<file path="src/rtl/vending_pkg.sv">
// Shared vending-machine definitions: coin codes, coin values and the
// change-dispenser state encoding.
package vending_pkg;

  localparam logic [1:0] COIN_NONE = 2'b00;
  localparam logic [1:0] COIN_1    = 2'b01;
  localparam logic [1:0] COIN_5    = 2'b10;
  localparam logic [1:0] COIN_10   = 2'b11;

  localparam logic [4:0] VAL_1  = 5'd1;
  localparam logic [4:0] VAL_5  = 5'd5;
  localparam logic [4:0] VAL_10 = 5'd10;

  localparam logic [4:0] MAX_AMOUNT = 5'd31;

  typedef enum logic [2:0] {
    ST_IDLE   = 3'd0,
    ST_SELECT = 3'd1,
    ST_PULSE  = 3'd2,
    ST_GAP    = 3'd3,
    ST_DONE   = 3'd4
  } change_state_e;

endpackage

</file>
<file path="src/rtl/change_coin_select.sv">
// Greedy coin picker: the largest denomination that fits in the amount still
// owed and is still in stock.
module change_coin_select
  import vending_pkg::*;
(
  input  logic [4:0] remaining,
  input  logic [3:0] stock_10,
  input  logic [3:0] stock_5,
  input  logic [3:0] stock_1,
  output logic [1:0] coin,
  output logic [4:0] value,
  output logic       valid
);

  always_comb begin
    // NOTE: every output gets a default first, so no path leaves it unassigned and no latch is inferred.
    coin  = COIN_NONE;
    value = '0;
    valid = 1'b0;
    if (remaining >= VAL_10 && stock_10 != 4'd0) begin
      coin  = COIN_10;
      value = VAL_10;
      valid = 1'b1;
    end else if (remaining >= VAL_5 && stock_5 != 4'd0) begin
      coin  = COIN_5;
      value = VAL_5;
      valid = 1'b1;
    end else if (remaining >= VAL_1 && stock_1 != 4'd0) begin
      coin  = COIN_1;
      value = VAL_1;
      valid = 1'b1;
    end
  end

endmodule

</file>
<file path="src/rtl/change_dispenser.sv">
// Change-return FSM: pays an owed amount out as coin pulses, each separated
// by a run of 00 so a downstream edge detector counts every coin once.
module change_dispenser
  import vending_pkg::*;
#(
  parameter int STOCK_10     = 5,
  parameter int STOCK_5      = 5,
  parameter int STOCK_1      = 5,
  parameter int PULSE_CYCLES = 3,
  parameter int GAP_CYCLES   = 1
) (
  input  logic       clk,
  input  logic       reset,
  input  logic       start,
  input  logic [4:0] amount,
  input  logic       refill,
  output logic [1:0] coin_out,
  output logic       busy,
  output logic       done,
  output logic       error,
  output logic [4:0] remaining,
  output logic [3:0] stock_10,
  output logic [3:0] stock_5,
  output logic [3:0] stock_1
);

  localparam int CNT_MAX = (PULSE_CYCLES > GAP_CYCLES) ? PULSE_CYCLES : GAP_CYCLES;
  localparam int CNT_W   = $clog2(CNT_MAX) + 1;

  localparam logic [CNT_W-1:0] PULSE_LOAD = CNT_W'(PULSE_CYCLES - 1);
  localparam logic [CNT_W-1:0] GAP_LOAD   = CNT_W'(GAP_CYCLES - 1);
  localparam logic [3:0]       S10_INIT   = 4'(STOCK_10);
  localparam logic [3:0]       S5_INIT    = 4'(STOCK_5);
  localparam logic [3:0]       S1_INIT    = 4'(STOCK_1);

  change_state_e    state_q, state_d;
  logic [CNT_W-1:0] cnt_q, cnt_d;
  logic [1:0]       coin_q, coin_d;
  logic [4:0]       remaining_q, remaining_d;
  logic [3:0]       stock_10_q, stock_10_d;
  logic [3:0]       stock_5_q, stock_5_d;
  logic [3:0]       stock_1_q, stock_1_d;
  logic             busy_q, busy_d;
  logic             done_q, done_d;
  logic             error_q, error_d;

  logic [1:0] sel_coin;
  logic [4:0] sel_value;
  logic       sel_valid;

  change_coin_select u_select (
    .remaining (remaining_q),
    .stock_10  (stock_10_q),
    .stock_5   (stock_5_q),
    .stock_1   (stock_1_q),
    .coin      (sel_coin),
    .value     (sel_value),
    .valid     (sel_valid)
  );

  always_comb begin
    state_d     = state_q;
    cnt_d       = cnt_q;
    coin_d      = coin_q;
    remaining_d = remaining_q;
    stock_10_d  = stock_10_q;
    stock_5_d   = stock_5_q;
    stock_1_d   = stock_1_q;
    error_d     = error_q;

    case (state_q)
      ST_IDLE: begin
        if (start) begin
          remaining_d = amount;
          error_d     = 1'b0;
          state_d     = ST_SELECT;
        end else if (refill) begin
          stock_10_d = S10_INIT;
          stock_5_d  = S5_INIT;
          stock_1_d  = S1_INIT;
        end
      end
      ST_SELECT: begin
        if (sel_valid) begin
          state_d     = ST_PULSE;
          coin_d      = sel_coin;
          cnt_d       = PULSE_LOAD;
          remaining_d = remaining_q - sel_value;
          case (sel_coin)
            COIN_10: stock_10_d = stock_10_q - 4'd1;
            COIN_5:  stock_5_d  = stock_5_q - 4'd1;
            default: stock_1_d  = stock_1_q - 4'd1;
          endcase
        end else begin
          state_d = ST_DONE;
          if (remaining_q != 5'd0) error_d = 1'b1;
        end
      end
      ST_PULSE: begin
        if (cnt_q == '0) begin
          state_d = ST_GAP;
          coin_d  = COIN_NONE;
          cnt_d   = GAP_LOAD;
        end else begin
          cnt_d = cnt_q - CNT_W'(1);
        end
      end
      ST_GAP: begin
        if (cnt_q == '0) state_d = ST_SELECT;
        else             cnt_d   = cnt_q - CNT_W'(1);
      end
      ST_DONE: state_d = ST_IDLE;
      default: state_d = ST_IDLE;
    endcase

    // Status flags are registered from the next state so they line up with it.
    busy_d = (state_d != ST_IDLE);
    done_d = (state_d == ST_DONE);
  end

  always_ff @(posedge clk) begin
    // NOTE: state registers use non-blocking assignments so every flop samples pre-edge values.
    if (!reset) begin
      state_q     <= ST_IDLE;
      cnt_q       <= '0;
      coin_q      <= COIN_NONE;
      remaining_q <= '0;
      stock_10_q  <= S10_INIT;
      stock_5_q   <= S5_INIT;
      stock_1_q   <= S1_INIT;
      busy_q      <= 1'b0;
      done_q      <= 1'b0;
      error_q     <= 1'b0;
    end else begin
      state_q     <= state_d;
      cnt_q       <= cnt_d;
      coin_q      <= coin_d;
      remaining_q <= remaining_d;
      stock_10_q  <= stock_10_d;
      stock_5_q   <= stock_5_d;
      stock_1_q   <= stock_1_d;
      busy_q      <= busy_d;
      done_q      <= done_d;
      error_q     <= error_d;
    end
  end

  assign coin_out  = coin_q;
  assign busy      = busy_q;
  assign done      = done_q;
  assign error     = error_q;
  assign remaining = remaining_q;
  assign stock_10  = stock_10_q;
  assign stock_5   = stock_5_q;
  assign stock_1   = stock_1_q;

endmodule

</file>
<file path="config.mk">
export PLATFORM = sky130hd
export DESIGN_NAME = change_dispenser
export DESIGN_NICKNAME = d
export VERILOG_FILES = /design/src/rtl/vending_pkg.sv /design/src/rtl/change_coin_select.sv /design/src/rtl/change_dispenser.sv
export SDC_FILE = /design/constraint.sdc
export NUM_CORES = 1
export LEC_CHECK = 0
export BUFFER_PORTS_ARGS = -buffer_cell sky130_fd_sc_hd__buf_2
export CORE_MARGIN = 2
export CORE_UTILIZATION = 45
export DETAILED_ROUTE_END_ITERATION = 10
export PLACE_DENSITY_LB_ADDON = 0.3
export SYNTH_ARGS = -nofsm -noshare
export SYNTH_HDL_FRONTEND = slang
export SYNTH_SLANG_ARGS = --single-unit
</file>
<file path="constraint.sdc">
create_clock -name clk -period 2.7 [get_ports clk]
set_input_delay 0.27 -clock clk [delete_from_list [all_inputs] [get_ports clk]]
set_output_delay 0.27 -clock clk [all_outputs]
set_load 0.05 [all_outputs]
</file>
# --- Word-level counts from Yosys, hierarchy flattened ---
# Cells that the tools add are included.
totals:
  register_bits: 28
  latchBits: 0
  mem_bits_rw: 0
  romBits: 0
  in_bits: 9
  output_inout_bits: 22
  word_cells: 95
  memories: 0
classes:
  n_addsub: 5
  mul: 0
  div: 0
  magnitude_cmp: 3
  eq_ne: 17
  shifts: 0
  mux: 39
  bitwise_logic: 0
  reduce_logical: 21
ops:
  columns: ["operator", "count"]
  rows:
  - ["two-way mux 4 bit", 8]
  - ["one-hot mux 4 bit (2 select lines)", 3]
  - ["two-way mux 3 bit", 7]
  - ["two-way mux 5 bit", 4]
  - ["inequality test 2 bit, second input constant", 9]
  - ["AND reduction 5 bit", 3]
  - ["one-hot mux 3 bit (4 select lines)", 1]
  - ["nonzero test 4 bit", 3]
  - ["subtractor 4 x 1 -> 4 bit, second input constant", 3]
  - ["one-hot mux 5 bit (2 select lines)", 1]
  - ["one-hot mux 3 bit (3 select lines)", 1]
  - ["AND reduction 3 bit", 3]
  - ["two-way mux 1 bit", 8]
  - ["two-way mux 2 bit", 4]
  - ["== test 3 x 2 -> 1 bit, second input constant", 2]
  - ["zero test 3 bit", 2]
  - ["nonzero test 3 bit", 2]
  - ["greater-or-equal comparator 5 x 1 -> 1 bit, second input constant", 1]
  - ["greater-or-equal comparator 5 x 3 -> 1 bit, second input constant", 1]
  - ["greater-or-equal comparator 5 x 4 -> 1 bit, second input constant", 1]
  - ["nonzero test 5 bit", 1]
  - ["subtractor 5 bit", 1]
  - ["== test 2 bit, second input constant", 2]
  - ["inequality test 2 x 1 -> 1 bit, second input constant", 2]
  - ["9 further kinds", 12]

# --- Longest topological paths before layout ---
logic_depth:
  ltp_word: 10
  mapped_depth: 13
  ltp_nobuf: 13

# --- Cells and area by module ---
# From an unflattened synthesis, not the netlist that was laid out.
unflattened:
  hier_cells: 218
  area_unflattened_um2: 1785.5
by_module_without_submodules:
  columns: ["module", "instances", "cells_per_inst", "area_each_um2", "seq_area_each_um2"]
  rows:
  - ["change_dispenser", 1, 198, 1639.1, 560.5]
  - ["change_coin_select", 1, 20, 146.4, 0.0]

# --- Least setup slack after synthesis ---
# Ideal clock, no wire load.
synth_path:
  path_kind: "flip-flop to flip-flop"
  start: "register stock_5_q[0] (netlist: stock_5[0])"
  end: "register remaining_q[4] (netlist: remaining[4])"
  setup_ps: 126
  arrival_time_ps: 2805
  required_ps: 2574
  setup_slack_ps: -231
  path_stages_with_launch: 14
  n_path_buf: 0
  period_less_slack_ps: 2931
  cell_sequence: "dfxtp_1 inv_1 ha_1 nor3b_2 a21o_1 a21oi_1 ha_1 inv_1 fa_1 a21o_1 a21oi_1 o21ai_0 o211ai_1 o31ai_1"
synth_between:
  elab_chain_cells: 7
  word_cells_on_any_way: 11
  cone_classes: "add/sub: 1; eq/ne: 1; mux: 6; reduce/logical: 3"
synth_rtl:
  columns: ["element", "line", "rtl"]
  rows:
  - ["start, declared", "change_dispenser.sv:41", "logic [3:0] stock_5_q, stock_5_d;"]
  - ["start signal, assigned", "change_dispenser.sv:140", "stock_5_q <= stock_5_d;"]
  - ["nonzero test 4 bit *", "change_coin_select.sv:24", "end else if (remaining >= VAL_5 && stock_5 != 4'd0) begin"]
  - ["logical AND 1 bit *", "change_coin_select.sv:24", null]
  - ["two-way mux 5 bit", "change_coin_select.sv:24", null]
  - ["two-way mux 5 bit", "change_coin_select.sv:20", "if (remaining >= VAL_10 && stock_10 != 4'd0) begin"]
  - ["subtractor 5 bit", "change_dispenser.sv:88", "remaining_d = remaining_q - sel_value;"]
  - ["two-way mux 5 bit", "change_dispenser.sv:84", "if (sel_valid) begin"]
  - ["one-hot mux 5 bit (2 select lines)", "change_dispenser.sv:71", "case (state_q)"]
  - ["end signal, assigned", "change_dispenser.sv:138", "remaining_q <= remaining_d;"]
  - ["end, declared", "change_dispenser.sv:39", "logic [4:0] remaining_q, remaining_d;"]
# Every way passes the cells marked *; elsewhere a longest branch is shown, timed or not. The select of a mux whose other input is x is not followed.
# A chain may end at the register's enable or synchronous reset.

# --- Final worst setup path ---
layout_path:
  start: "register stock_10_q[0] (netlist: stock_10[0])"
  end: "register remaining_q[4] (netlist: remaining[4])"
layout_between:
  elab_chain_cells: 6
  word_cells_on_any_way: 9
  cone_classes: "add/sub: 1; eq/ne: 1; mux: 4; reduce/logical: 3"
layout_rtl:
  columns: ["element", "line", "rtl"]
  rows:
  - ["start, declared", "change_dispenser.sv:40", "logic [3:0] stock_10_q, stock_10_d;"]
  - ["start signal, assigned", "change_dispenser.sv:139", "stock_10_q <= stock_10_d;"]
  - ["nonzero test 4 bit *", "change_coin_select.sv:20", null]
  - ["logical AND 1 bit *", "change_coin_select.sv:20", null]
  - ["two-way mux 5 bit", "change_coin_select.sv:20", null]
  - ["subtractor 5 bit", "change_dispenser.sv:88", null]
  - ["two-way mux 5 bit", "change_dispenser.sv:84", null]
  - ["one-hot mux 5 bit (2 select lines)", "change_dispenser.sv:71", null]
# Marks and branches as above.

==> impl_metrics.tcl <==
set metrics [dict create \
    status "complete, no violations" \
    cts_tree "done" \
    ctsHtreeMaxLevel 1 \
    clk_pin_slew_worst_paths_ns 0.10 \
    post-route-drc-count 0 \
    critPathCaptureType "flop" \
    finalSetupViolCount 0 \
    synthXorXnorAreaFrac_pct 3.11 \
    clockBufferDepth 2 \
    num_antenna_cells 0 \
    core_area_mm2 0.00363 \
    drtIter0Drc 59 \
    drive_gt1_share_pct 30.8 \
    dp_hpwl_um 2820 \
    synth.area.mux_share_pct 4.74 \
    syn_nets 219 \
    mostFrequentLayoutCells "buf_2, dfxtp_1, nor2_1, a21oi_1, nand2_1" \
    p_per_area_mw_per_mm2 1040 \
    fin_util_pct 56.3 \
    grt_pass1_wl_um 6290 \
    die_w_um 65.3 \
    arrival_ns 2.74 \
    synthAdderAreaFrac_pct 7.85 \
    start_util_pct 46.5 \
    async_flop_share_pct 0 \
    ys_ff_latch 28 \
    vias_per_cell 5.44 \
    reg2reg_from "stock_10[0]" \
    wl_per_cell_um 13.8 \
    ys_warn_count 0 \
    startpoint "stock_10[0]" \
    synth_compound_area_share_pct 23.9 \
    max_slew_margin_pct 69.9 \
    fillers 370 \
    setup_slack_ns 0.130 \
    slew_violations 0 \
    tightest_slew_ns 0.451 \
    synth_area_mm2 0.00169 \
    place.gp.congestion 0.892 \
    die_area_mm2 0.00426 \
    clkLatencyLatePin_ns 0.28 \
    synth_area_leader_cell "dfxtp_1" \
    via_count 1549 \
    final_common_cell "buf_2" \
    post-place-ws_ns -0.0254 \
    ys_seq_area_share_pct 33.2 \
    fmax_ghz 0.389 \
    firstDrtPassIters 4 \
    synth_top_family_by_area "compound AO/OA/AOI/OAI gates" \
    postRouteAntennaNets 0 \
    period_needed_ns 2.57 \
    grt_pass1_vias 1340 \
    io_buffers 30 \
    min_from "start" \
    syn_area_per_cell_um2 8.45 \
    num_rows 22 \
    synth.distinct_cells 50 \
    fin_crit_sh_pct 95.2 \
    clock-sinks 28 \
    skew_ns 0.00164 \
    leakage_nw 0.848 \
    wl_um 3940 \
    yosys_most_used_dff "dfxtp_1" \
    synthSimpleGateAreaFrac_pct 22.0 \
    grt_max_degree 17 \
    hp-class "input port to flop" \
    synth_top_cell_area_share_pct 33.2 \
    clock-root-buffer "clkbuf_8" \
    gr-total-overflow 0 \
    track_usage_pct 18.9 \
    cp-start-kind "flop" \
    synthCells 200 \
    crit_required_ns 2.87 \
    critPathMaxFanout 3 \
    io_pins 31 \
    max_cap_violations 0 \
    final_nets 257 \
    grt_antenna_before_repair 0 \
    hold_viol 0 \
    synth_area_leaders "dfxtp_1, ha_1, a21oi_1" \
    worstSetupPathType "flop to flop" \
    ir_worst_vdd_mv 0.486 \
    numCtsBuffers 3 \
    die_h_um 65.3 \
    area_growth_pct 20.9 \
    synth_edf_count 0 \
]
[timing repair]
| action | CTS | global route |
|---|---|---|
| hold buffers | 0 | 0 |
| cloned | 0 | 0 |
| endpoints found under the setup margin | 1 | 2 |
| buffers inserted | 0 | 5 |
| resized for setup | 2 | 10 |
| pin swaps | 0 | 7 |
[registers in the layout (all words and copies together), names as in the netlist, 2 cells and up]
name,count
stock_1,4
stock_5,4
cnt_q,3
state_q,3
remaining,5
stock_10,4
coin_out,2
[worst paths after layout]
check | slack [ns] | to | cells past startpoint
worst max-delay path | 0.13 | remaining[4] | 13
worst min-delay path | 0.28 | busy | 3
worst max register to register | 0.13 | remaining[4] | 13
worst min register to register | 0.48 | coin_out[1] | 1
[routing by layer]
| layer | part of all wire [%] | vias up | global-route usage (%) | routed length, µm |
|---|---|---|---|---|
| met5 | 0 | - | 0 | 0 |
| met4 | 1.4 | 0 | 6.51 | 54 |
| met3 | 3.8 | 7 | 3.08 | 150 |
| met2 | 47 | 37 | 29.8 | 1870 |
| met1 | 47 | 709 | 26.1 | 1870 |
| li1 | - | 796 | - | - |
[Yosys cell counts, drive strengths merged, types with 2 or more instances]
| library cell | n |
|---|---|
| a311oi | 2 |
| clkbuf | 2 |
| dfxtp | 28 |
| o21ai | 11 |
| mux2i | 8 |
| nor4 | 5 |
| nor3b | 2 |
| a211oi | 6 |
| buf | 3 |
| nor3 | 4 |
| inv | 15 |
| nand3b | 2 |
| nand2b | 2 |
| ha | 9 |
| nor2 | 18 |
| xnor2 | 6 |
| or3b | 3 |
| nand4 | 2 |
| o211ai | 4 |
| o21a | 2 |
| a21oi | 21 |
| or3 | 7 |
| a21o | 5 |
| nor2b | 2 |
| nand2 | 15 |
| a31oi | 3 |
[worst max-delay path: stages, from the launching register on]
cell and delay [ns]:
dfxtp_4 0.37, inv_2 0.04, ha_2 0.16, or3b_4 0.39, o21a_4 0.14, a21oi_2 0.11
ha_2 0.18, inv_2 0.04, fa_2 0.35, a21o_1 0.17, a21oi_2 0.14, o21ai_1 0.08
o211ai_1 0.19, o31ai_1 0.09
[final cells by class]
cell class              instances  area [µm²]  share of cell area (%)
multi-input cells             151        1060                    52.1
well taps                      48        60.1                    2.94
clock inverters                 1        30.0                    1.47
clock buffers                   3        41.3                    2.02
repair buffers                 38         210                    10.3
flip-flops and latches         28         577                    28.2
inverters                      16        61.3                    3.00
[kinds of logic after synthesis]
family                   Yosys count
AO/OA/AOI/OAI                     60
XOR/XNOR                           6
adder cells (fa/ha/maj)           10
buffers and inverters             21
flip-flops                        28
multiplexers                       8
AND/OR/NAND/NOR                   67
[stage by stage]
stage                      TNS (ns)  cells  total power [mW]  instance area (µm²)  hold slack [ns]
after floorplan                   0    200              1.44                 1700            0.390
after global placement            0    276              1.67                 1910            0.448
after detailed placement    -0.0254    276              1.67                 1910            0.447
after CTS                         0    280              2.04                 1990            0.272
after global routing      -0.000278    285              2.28                 2040            0.305
final                             0    285              2.13                 2040            0.277
[power breakdown]
group	leakage, nW	switching (mW)	internal (mW)
logic	0.581	0.726	0.479
clock network	0.0357	0.138	0.199
registers	0.231	0.0953	0.489
total	0.848	0.959	1.17
Power figures use the tool's default switching activity.
